**src/rtl/cordic_req_arbiter.sv**
```systemverilog
// Round-robin front end sharing one multi-cycle cordic core between N_REQ requesters.
// Latches the granted angle, pulses core start, returns the result or a watchdog error.
module cordic_req_arbiter #(
    parameter int N_REQ   = 4,
    parameter int WIDTH   = 23,
    parameter int TIMEOUT = 32
) (
    input  logic                   clk,
    input  logic                   reset,
    input  logic                   i_clk_en,
    input  logic [N_REQ-1:0]       i_req_valid,
    input  logic [N_REQ*WIDTH-1:0] i_req_theta,
    output logic [N_REQ-1:0]       o_req_ready,
    output logic [N_REQ-1:0]       o_rsp_valid,
    input  logic [N_REQ-1:0]       i_rsp_ready,
    output logic [WIDTH-1:0]       o_rsp_data,
    output logic                   o_rsp_error,
    output logic                   o_core_start,
    output logic [WIDTH-1:0]       o_core_theta,
    output logic                   o_core_clk_en,
    input  logic                   i_core_done,
    input  logic [WIDTH-1:0]       i_core_result
);

    localparam int GW = (N_REQ > 1) ? $clog2(N_REQ) : 1;
    localparam int CW = (TIMEOUT > 1) ? $clog2(TIMEOUT) : 1;
    localparam logic [CW-1:0] WD_LAST = CW'(TIMEOUT - 1);

    typedef enum logic [1:0] {
        S_IDLE,
        S_ISSUE,
        S_BUSY,
        S_RESP
    } state_t;

    state_t           r_state;
    state_t           w_next;
    logic [GW-1:0]    r_last_grant;
    logic [GW-1:0]    r_grant;
    logic [GW-1:0]    w_gnt;
    logic [GW-1:0]    w_k;
    logic             w_any;
    logic [CW-1:0]    r_wdog;
    logic             r_restart;
    logic [WIDTH-1:0] r_theta;
    logic [WIDTH-1:0] r_rsp_data;
    logic             r_rsp_error;
    logic             w_wd_exp;
    logic             w_rsp_hs;
    logic [WIDTH-1:0] w_theta [N_REQ];

    always_comb begin
        for (int i = 0; i < N_REQ; i++) begin
            w_theta[i] = i_req_theta[i*WIDTH +: WIDTH];
        end
    end

    // Scan starts one past the last served requester and wraps.
    always_comb begin
        w_any = 1'b0;
        w_gnt = r_last_grant;
        w_k   = '0;
        for (int i = 1; i <= N_REQ; i++) begin
            w_k = GW'((int'(r_last_grant) + i) % N_REQ);
            if (!w_any && i_req_valid[w_k]) begin
                w_any = 1'b1;
                w_gnt = w_k;
            end
        end
    end

    always_comb begin
        w_next       = r_state;
        o_req_ready  = '0;
        o_rsp_valid  = '0;
        o_core_start = 1'b0;
        w_wd_exp     = (r_wdog == WD_LAST);
        w_rsp_hs     = i_rsp_ready[r_grant];
        unique case (r_state)
            S_IDLE: begin
                if (w_any) begin
                    w_next = S_ISSUE;
                    if (i_clk_en && !reset) o_req_ready[w_gnt] = 1'b1;
                end
            end
            S_ISSUE: begin
                o_core_start = 1'b1;
                w_next       = S_BUSY;
            end
            S_BUSY: begin
                if (i_core_done || w_wd_exp) w_next = S_RESP;
            end
            S_RESP: begin
                o_rsp_valid[r_grant] = 1'b1;
                if (w_rsp_hs) w_next = S_IDLE;
            end
            default: w_next = S_IDLE;
        endcase
        // Core lost its run while disabled: replay the same grant.
        if (r_restart) w_next = S_ISSUE;
    end

    always_ff @(posedge clk) begin
        if (reset) begin
            r_state      <= S_IDLE;
            r_last_grant <= GW'(N_REQ - 1);
            r_grant      <= '0;
            r_theta      <= '0;
            r_wdog       <= '0;
            r_restart    <= 1'b0;
            r_rsp_data   <= '0;
            r_rsp_error  <= 1'b0;
        end else if (!i_clk_en) begin
            if (r_state == S_BUSY) r_restart <= 1'b1;
        end else begin
            r_state   <= w_next;
            r_restart <= 1'b0;
            unique case (r_state)
                S_IDLE: begin
                    if (w_any) begin
                        r_grant <= w_gnt;
                        r_theta <= w_theta[w_gnt];
                    end
                end
                S_ISSUE: r_wdog <= '0;
                S_BUSY: begin
                    if (!r_restart) begin
                        if (i_core_done) begin
                            r_rsp_data  <= i_core_result;
                            r_rsp_error <= 1'b0;
                        end else begin
                            r_wdog <= r_wdog + CW'(1);
                            if (w_wd_exp) begin
                                r_rsp_data  <= '0;
                                r_rsp_error <= 1'b1;
                            end
                        end
                    end
                end
                S_RESP: begin
                    if (w_rsp_hs) r_last_grant <= r_grant;
                end
                default: ;
            endcase
        end
    end

    assign o_rsp_data    = r_rsp_data;
    assign o_rsp_error   = r_rsp_error;
    assign o_core_theta  = r_theta;
    assign o_core_clk_en = i_clk_en;

endmodule
```
**config.mk**
```make
export PLATFORM = sky130hd
export DESIGN_NAME = cordic_req_arbiter
export DESIGN_NICKNAME = d
export VERILOG_FILES = /design/src/rtl/cordic_req_arbiter.sv
export SDC_FILE = /design/constraint.sdc
export NUM_CORES = 1
export LEC_CHECK = 0
export BUFFER_PORTS_ARGS = -buffer_cell sky130_fd_sc_hd__clkbuf_2
export CAP_MARGIN = 20
export CORE_MARGIN = 2
export CORE_UTILIZATION = 44
export CTS_CLUSTER_DIAMETER = 40
export DETAILED_ROUTE_END_ITERATION = 12
export PLACE_DENSITY = 0.78
export SLEW_MARGIN = 10
export SYNTH_ARGS = -nofsm -noshare
export SYNTH_HDL_FRONTEND = slang
export SYNTH_SLANG_ARGS = --single-unit
export TNS_END_PERCENT = 100
```
**constraint.sdc**
```tcl
create_clock -name clk -period 2.25 [get_ports clk]
set_input_delay 0.45 -clock clk [delete_from_list [all_inputs] [get_ports clk]]
set_output_delay 0.45 -clock clk [all_outputs]
set_load 0.05 [all_outputs]
```
==> impl_metrics.ini <==
[placed_design]
io_buffers = 183
hpwlAfterDp_um = 7530
gp_congestion = 0.876
dp.cells = 609

[detailed_routing]
drt_first_pass_iters = 4
routed_wl_um = 9810
dr_wl_met3_um = 603
drt-initial-drc-count = 252
wl_met1_um = 3860
vias = 3408
drc_errors = 0
dr_wl_met2_um = 5050
top_layer = met4
wl_per_cell_um = 15.6
vias_per_cell = 5.44
ant_nets = 0

[flow_run]
maxCapViolCount = 0

[yosys]
synth_top_family_by_area = compound AO/OA/AOI/OAI gates
synth_xor_area_share_pct = 0.837
synth_compound_area_share_pct = 23.5
synth_most_common_cell = dfxtp_1
ys_types = 49
avgSynthCellArea_um2 = 9.26
synth_flop_cell = dfxtp_1
synthMuxAreaShare_pct = 11.9
synth_top_cell_by_area = dfxtp_1
syn-num-nets = 472
synth_area_um2 = 3140
synth-edff-count = 0
synthSimpleGateAreaFrac_pct = 17.4
yosys-top-cells-area = dfxtp_1, mux2i_1, o221ai_1
synth_top_area_share_pct = 37.6
ys_seq_elements = 59
synthArstFlopShare_pct = 0
synth_cells = 339
yosysSeqAreaShare_pct = 37.6
synthTopCellsByCount = dfxtp_1, nor2_1, mux2i_1, a22oi_1, o221ai_1
synth_fa_ha_area_share_pct = 2.39
yosysWarnings = 0

[outcome]
status = finished, final reports clean

[power]
p_sw_mw = 0.951
power_density_nw_per_um2 = 664
leakagePower_nw = 2.25
pwr-share-comb_pct = 24.9
irDropWorstVdd_mv = 0.332
pwr-share-clk_pct = 36.6
intPower_mw = 2.01
power_frac_seq_pct = 38.5
swShare_pct = 32.1

[clock_network]
cts_root_buffer = clkbuf_8
cts_made_buffers = 9
cts_tree = yes
cts_hold_buf = 0
htree_levels = 3
cts_buffer_depth = 2
insertion_delay_ps = 340
path_clk_slew_ps = 80
clock_sinks = 59

[global_routing]
gr-usage-all-layers_pct = 24.7
grt_max_degree = 27
grt_pass1_vias = 3200
grt-ovfl-total = 0
antenna_found_initial = 0
grt_pass1_wl_um = 15000

[timing]
rsz0062_at_grt = true
fin_crit_ps = 2190
fmax_ghz = 0.456
clock_skew_ps = 18.6
tightest_slew_ps = 856
setup_violations = 0
final_hold_viol_count = 0
finalCritPeriodShare_pct = 97.5
maxSlewHeadroom_pct = 42.9
hold_slack_ps = 363
tns_ps = 0
slew_violations = 0

[floorplan]
core_area_um2 = 6830
die_h_um = 88.5
die_w_um = 88.5
start_util_pct = 45.9
num_rows = 30
die-area_um2 = 7820
ios = 184

[worst_setup_path]
critPathLaunchType = register
cp_max_fo = 8
cp-end-kind = output pin
cp.arrival_ps = 1740
cp_slowest_cell = dfxtp_1
path_class = register to output pin
cp_num_buf_inv = 1
cpMostUsedCell = nand2_1
cpPeakStageDelay_ps = 470
crit_family = flip-flops
crit_path_cell_trace = nand2_1, a31oi_2, nand2_2, nand2_1, nor2_1, buf_4
critical_path_required_ps = 1800

[final_layout]
synthToLayoutAreaGrowth_pct = 42.4
final_nets = 659
antenna_cells = 0
utilization_pct = 65.4
drive_gt1_share_pct = 45.6
stdcell_count = 627

[worst_hold_path]
hold_path.class = input port to register
[per-stage QoR]
step                      total power [mW]  area [um^2]  setup WS (ps)
final                                 2.96         4470           55.5
after global routing                  3.10         4470          -8.48
after CTS                             2.97         4430           8.05
after detailed placement              1.89         4190          -92.6
after global placement                1.87         4190          -54.7
after floorplan                       1.64         3150           -115
[repair_timing]
action,CTS,global route
pin swaps,0,1
gates resized for setup,6,10
setup buffers,0,1
setup endpoints to repair,3,4
[worst register-to-register path, cell delays in order, from the launching register on]
cell and delay, ps:
dfxtp_1 470, or2b_1 190, a21oi_2 100, nor3_4 320
buf_4 240, nand2_1 300, o221ai_1 320
[power groups by stage]
stage / Combinational [mW] / Sequential (mW) / Clock, mW
after floorplan: 0.308 / 1.33 / 0
after global placement: 0.709 / 1.16 / 0
after detailed placement: 0.725 / 1.16 / 0
after CTS: 0.731 / 1.14 / 1.10
after global routing: 0.789 / 1.15 / 1.16
final: 0.737 / 1.14 / 1.08
[kinds of logic after synthesis]
| logic type | count (synthesis) |
|---|---|
| compound gates | 90 |
| simple gates | 100 |
| mux | 36 |
| xor+xnor | 3 |
| fa+ha+maj | 6 |
| buf+inv | 45 |
| flops | 59 |
[registers in the layout (all words and copies together) (netlist names)]
name          flops
o_core_theta     23
o_rsp_data       23
o_rsp_error       1
r_grant           2
r_last_grant      2
r_restart         1
r_state           2
r_wdog            5
[layout by cell type, fill, tap and decap left out, drive strengths merged, types with 2 or more instances in the layout]
cell type    n
ha           6
inv         20
nor2b        2
nand4       12
a21bo       11
dfxtp       59
clkbuf     189
nand2b       4
buf         23
clkinv       3
o221ai      24
bufinv       2
o21ai        3
nand3b      14
mux2i       35
a21o         3
and3         4
o21a         2
a211o        2
xor2         2
a22oi       23
nand2       10
nand3        6
a21oi        5
nor2        38
o31ai       11
a211oi       4
nor3         3
[metal layers]
metal,vias up,track usage [%]
li1,1639,-
met1,1607,29.3
met2,136,43.1
met3,26,4.57
met4,0,11.7
met5,-,0
[final cells by class]
cell class / instances / area, um^2
repair buffers: 203 / 1090
multi-input cells: 235 / 1790
clock inverters: 7 / 100
flip-flops and latches: 59 / 1180
inverters: 18 / 67.6
fillers: 596 / 2360
well taps: 96 / 120
clock buffers: 9 / 124
[final timing paths]
check                                from                            end  slack, ps  cells past startpoint
max          r_last_grant[1]$_SDFFE_PP1P_                 o_req_ready[0]         60                      6
min reg2reg        r_wdog[4]$_SDFFE_PP0P_         r_wdog[4]$_SDFFE_PP0P_        460                      2
min                     i_core_result[20]    o_rsp_data[20]$_SDFFE_PP0P_        360                      3
max reg2reg  r_last_grant[1]$_SDFFE_PP1P_  o_core_theta[19]$_SDFFE_PP0P_        220                      6
No activity file was read; power rests on OpenSTA's default activity.
